### src/rtl/rv32e_mem_arbiter.sv
// rv32e_mem_arbiter
//   Round-robin arbiter between N_CORES rv32e data-memory ports and one
//   single-ported, synchronous-read RAM. Each grant becomes exactly one RAM
//   access. The winning core gets a one-cycle ack, and for loads the
//   registered read data arrives with it.
//
// Ports
//   clk         system clock, rising edge
//   reset       synchronous, active-high
//   core_req    per-core request, held until ack
//   core_we     per-core write enable (1 = store word, 0 = load word)
//   core_addr   per-core byte address, core i at [32*i+31:32*i]
//   core_wdata  per-core store data, same packing
//   core_ack    one-hot, one-cycle completion pulse
//   core_rdata  load data shared by all cores, valid while ack is high
//   mem_en      RAM access enable
//   mem_we      RAM write enable
//   mem_addr    RAM word address
//   mem_wdata   RAM write data
//   mem_rdata   RAM read data, valid the cycle after a read access
module rv32e_mem_arbiter #(
  parameter int N_CORES    = 2,
  parameter int ADDR_WIDTH = 10
) (
  input  logic                    clk,
  input  logic                    reset,
  input  logic [N_CORES-1:0]      core_req,
  input  logic [N_CORES-1:0]      core_we,
  input  logic [32*N_CORES-1:0]   core_addr,
  input  logic [32*N_CORES-1:0]   core_wdata,
  output logic [N_CORES-1:0]      core_ack,
  output logic [31:0]             core_rdata,
  output logic                    mem_en,
  output logic                    mem_we,
  output logic [ADDR_WIDTH-1:0]   mem_addr,
  output logic [31:0]             mem_wdata,
  input  logic [31:0]             mem_rdata
);

  localparam int IDX_W = (N_CORES > 1) ? $clog2(N_CORES) : 1;

  typedef enum logic [3:0] {
    S_IDLE    = 4'b0001,
    S_ACCESS  = 4'b0010,
    S_WAIT    = 4'b0100,
    S_RESPOND = 4'b1000
  } state_t;

  state_t               state_q, state_d;
  logic [IDX_W-1:0]     rr_ptr_q, rr_ptr_d;
  logic [IDX_W-1:0]     win_q, win_d;
  logic                 we_q, we_d;
  logic [N_CORES-1:0]   core_ack_q, core_ack_d;
  logic [31:0]          core_rdata_q, core_rdata_d;
  logic                 mem_en_q, mem_en_d;
  logic                 mem_we_q, mem_we_d;
  logic [ADDR_WIDTH-1:0] mem_addr_q, mem_addr_d;
  logic [31:0]          mem_wdata_q, mem_wdata_d;

  // Per-core views of the packed address/data buses.
  logic [31:0] addr_arr  [N_CORES];
  logic [31:0] wdata_arr [N_CORES];

  for (genvar gi = 0; gi < N_CORES; gi++) begin : g_unpack
    assign addr_arr[gi]  = core_addr[32*gi +: 32];
    assign wdata_arr[gi] = core_wdata[32*gi +: 32];
  end

  // Byte-offset bits and bits above the RAM range are deliberately dropped.
  logic unused_addr_bits;
  assign unused_addr_bits = ^core_addr;

  // Winner: first requester at or after rr_ptr, wrapping modulo N_CORES.
  // The scan runs from the far end back so the nearest requester wins.
  logic             found;
  logic [IDX_W-1:0] win_idx;

  always_comb begin
    int cand;
    found   = 1'b0;
    win_idx = '0;
    cand    = 0;
    for (int k = N_CORES - 1; k >= 0; k--) begin
      cand = int'(rr_ptr_q) + k;
      if (cand >= N_CORES) cand = cand - N_CORES;
      if (core_req[cand]) begin
        found   = 1'b1;
        win_idx = IDX_W'(cand);
      end
    end
  end

  always_comb begin
    state_d      = state_q;
    rr_ptr_d     = rr_ptr_q;
    win_d        = win_q;
    we_d         = we_q;
    core_ack_d   = '0;
    core_rdata_d = core_rdata_q;
    mem_en_d     = 1'b0;
    mem_we_d     = 1'b0;
    mem_addr_d   = mem_addr_q;
    mem_wdata_d  = mem_wdata_q;

    unique case (state_q)
      S_IDLE: begin
        if (found) begin
          win_d       = win_idx;
          we_d        = core_we[win_idx];
          mem_en_d    = 1'b1;
          mem_we_d    = core_we[win_idx];
          mem_addr_d  = addr_arr[win_idx][ADDR_WIDTH+1:2];
          mem_wdata_d = wdata_arr[win_idx];
          state_d     = S_ACCESS;
        end
      end
      S_ACCESS: begin
        // The RAM samples en/we/addr/wdata at the end of this cycle.
        state_d = S_WAIT;
      end
      S_WAIT: begin
        if (!we_q) core_rdata_d = mem_rdata;
        core_ack_d[win_q] = 1'b1;
        state_d = S_RESPOND;
      end
      S_RESPOND: begin
        rr_ptr_d = (win_q == IDX_W'(N_CORES - 1)) ? '0 : win_q + 1'b1;
        state_d  = S_IDLE;
      end
      default: state_d = S_IDLE;
    endcase
  end

  always_ff @(posedge clk) begin
    if (reset) begin
      state_q      <= S_IDLE;
      rr_ptr_q     <= '0;
      win_q        <= '0;
      we_q         <= 1'b0;
      core_ack_q   <= '0;
      core_rdata_q <= '0;
      mem_en_q     <= 1'b0;
      mem_we_q     <= 1'b0;
      mem_addr_q   <= '0;
      mem_wdata_q  <= '0;
    end else begin
      state_q      <= state_d;
      rr_ptr_q     <= rr_ptr_d;
      win_q        <= win_d;
      we_q         <= we_d;
      core_ack_q   <= core_ack_d;
      core_rdata_q <= core_rdata_d;
      mem_en_q     <= mem_en_d;
      mem_we_q     <= mem_we_d;
      mem_addr_q   <= mem_addr_d;
      mem_wdata_q  <= mem_wdata_d;
    end
  end

  assign core_ack   = core_ack_q;
  assign core_rdata = core_rdata_q;
  assign mem_en     = mem_en_q;
  assign mem_we     = mem_we_q;
  assign mem_addr   = mem_addr_q;
  assign mem_wdata  = mem_wdata_q;

endmodule
### config.mk
export PLATFORM = sky130hd
export DESIGN_NAME = rv32e_mem_arbiter
export DESIGN_NICKNAME = d
export VERILOG_FILES = /design/src/rtl/rv32e_mem_arbiter.sv
export SDC_FILE = /design/constraint.sdc
export NUM_CORES = 1
export LEC_CHECK = 0
export CORE_ASPECT_RATIO = 2
export CORE_MARGIN = 1
export CORE_UTILIZATION = 37
export DETAILED_ROUTE_END_ITERATION = 6
export PLACE_DENSITY_LB_ADDON = 0.1
export SETUP_SLACK_MARGIN = 0.5
export SLEW_MARGIN = 5
export SYNTH_ARGS = -nofsm -noshare
export SYNTH_HDL_FRONTEND = slang
export SYNTH_SLANG_ARGS = --single-unit
### constraint.sdc
create_clock -name clk -period 1.6 [get_ports clk]
set_input_delay 0.32 -clock clk [delete_from_list [all_inputs] [get_ports clk]]
set_output_delay 0.32 -clock clk [all_outputs]
set_load 0.005 [all_outputs]
==> qor.yml <==
power_and_ir_drop:
  internal-power_uw: 4850
  powerDensity_nw_per_um2: 870
  power_frac_comb: 0.330
  pwr-share-seq: 0.364
  clock_power_share: 0.305
  swShare: 0.281
  p_total_uw: 6750
  p_leak_uw: 0.00293
  p_sw_uw: 1900
  vdd_drop_max_mv: 0.551
setup_path:
  path_class: "register to register"
  end_kind: "register"
  start_kind: "register"
  path_max_fanout: 6
  crit_path_max_incr_delay_ns: 0.35
  cp.required_ns: 1.85
  worstPathCellList: "nor4b_4, buf_4, buf_8, buf_16, a21oi_4, a211oi_2"
  path_buf_inv: 3
  critPathTopFamily: "buffers and inverters"
  crit_path_top_delay_cell: "dfxtp_4"
  worstPathArrival_ns: 1.68
cts:
  cts_tree: "done"
  clk_pin_slew_worst_paths_ns: 0.07
  clockBufferDepth: 2
  clock_latency_ns: 0.34
  postCtsHoldBufs: 0
  cts_sinks: 85
  cts_buffers: 9
  cts_root_buf: "clkbuf_16"
  htreeDepth: 3
die:
  die_area_um2: 11200
  die_w_um: 75.4
  core_um2: 10500
  ios: 244
  die-height_um: 149
  rows: 53
  start_util: 0.381
run_status:
  status: "complete, no violations"
placement:
  gp_congestion: 0.742
  dp_hpwl_um: 8220
  placed_cells: 701
  portBuffers: 199
  placed_area_um2: 6270
global_route:
  grt_pass1_vias: 4119
  grt_max_degree: 40
  grt.total_usage: 0.248
  grt_pass1_wl_um: 20800
  antenna_found_initial: 0
  overflow: 0
yosys:
  syn_area_um2: 3990
  synth_seq_area_share: 0.426
  yosysUniqueCellTypes: 27
  syn-instance-count: 387
  synth_top_area_cell: "dfxtp_1"
  ys_ff_latch: 85
  synthDominantCellAreaShare: 0.426
  synth_fp_nets: 553
  yosys_warnings: 0
  synth.avg_cell_area_um2: 10.3
  synth.area.top_cells: "dfxtp_1, a211oi_2, nand2b_1, o32ai_1, mux2i_1"
finish:
  post-route-cell-area_um2: 7760
  drive_gt1_frac: 0.553
  antenna_cells: 0
  syn_to_final_growth_pct: 94.3
  instances_no_fill: 766
  nets: 791
  final_core_util: 0.740
drt:
  wl_per_cell_um: 19.7
  wl_um: 15100
  drc: 0
  vias: 4183
  viasPerCell: 5.46
  dr.pass1.iters: 4
  first_iter_violations: 156
  ant_nets: 0
timing:
  setup_violations: 0
  period_needed_ns: 1.43
  worst_pin_slew_ns: 0.317
  finalMaxSlewViolations: 0
  fmax_mhz: 698
  slew_headroom: 0.789
  fin_crit_sh: 0.896
  rsz0062_at_grt: "yes"
  report.final.hold_viol_count: 0
  fin_skew_ns: 0.00839
flow_run:
  drv_cap: 0
worst_hold_path:
  min_path_type: "input port to register"
Yosys cell counts, drive strengths merged:
library cell,instances
mux2i,33
or2,1
and2,2
clkinv,1
nand3,2
buf,21
a21bo,1
nor4b,2
nor2,8
inv,1
dfxtp,85
a211oi,44
o32ai,43
and3,3
clkbuf,24
nor3b,1
a21oi,43
nand2,2
nor2b,1
xnor2,1
nand2b,65
o2bb2ai,2
o21ai,1
cells by family (layout without fill, tap and decap cells):
kind of cell | after synthesis | in the layout | share of synthesized area
AOI/OAI and AO/OA | 134 | 134 | 0.294
and+or+nand+nor | 87 | 87 | 0.135
DFF | 85 | 85 | 0.426
buffers and inverters | 47 | 289 | 0.0596
muxes | 33 | 33 | 0.0828
xor gates and xnor gates | 1 | 1 | 0.00219
layout make-up:
type                       instances  area [um2]
timing repair buffer             272        2950
fill                             738        2720
multi-input combinational        255        2540
sequential                        85        1810
clock buffer                      11         233
tap                              137         171
clock inverter                     4        50.0
inverter                           2        8.76
stage by stage:
step                worst slack, ns  hold slack, ns  TNS, ns
global placement             -0.182           0.454    -6.31
detailed placement           -0.225           0.451    -7.15
CTS                           0.211           0.349        0
floorplan                     0.215           0.430        0
finish                        0.167           0.358        0
global route                 0.0864           0.358        0
layer usage:
metal  track usage  share of wire
met5             0              0
met4         0.109          0.036
met3        0.0669          0.085
met2         0.452           0.53
met1         0.253           0.35
power groups by stage:
| stage | Clock [uW] | Sequential (uW) | Combinational (uW) |
|---|---|---|---|
| 2_1_floorplan | 0 | 2440 | 787 |
| 5_1_grt | 2180 | 2480 | 2360 |
| 6_report | 2060 | 2460 | 2230 |
| 3_5_place_dp | 0 | 2440 | 1580 |
| 4_1_cts | 2100 | 2430 | 1980 |
| 3_3_place_gp | 0 | 2430 | 1540 |
worst reg2reg max path: stages (launching register included):
cell	delay [ns]
dfxtp_4	0.35
nor4b_4	0.29
buf_4	0.18
buf_8	0.14
buf_16	0.13
a21oi_4	0.05
a211oi_2	0.21
repair_timing:
item / CTS / global route
buffers inserted: 21 / 16
gates cloned: 12 / 1
resized for setup: 465 / 59
setup endpoints to repair: 159 / 156
pin swaps: 9 / 4
final timing paths:
path              startpoint      endpoint  slack (ns)  depth (start not counted)
setup / recovery  state_q[2]  mem_wdata[6]        0.17                          6
hold / removal         reset    state_q[1]        0.36                          2
setup reg to reg  state_q[2]  mem_wdata[6]        0.17                          6
hold reg to reg        win_q   core_ack[1]        0.45                          1
state kept, by name (all words and copies together), names as in the netlist:
register and flops:
core_ack 2, core_rdata 32, mem_addr 10, mem_en 1
mem_wdata 32, mem_we 1, rr_ptr_q 1, state_q 4
we_q 1, win_q 1
cell usage in the layout (no fill, tap or decap), drive strengths merged:
cell,count
nand2b,65
or2,1
dfxtp,85
buf,146
o21ai,1
a21oi,43
nor2b,1
nor4b,2
mux2i,33
dlygate4sd2,2
inv,1
clkinv,2
and3,3
clkdlybuf4s50,118
and2,2
a211oi,44
nand2,2
a21bo,1
clkbuf,15
nor2,8
bufinv,1
o2bb2ai,2
nor3b,1
o32ai,43
bufbuf,2
nand3,2
xnor2,1
clkinvlp,2
Note: power is estimated with default switching activity, not from simulation.
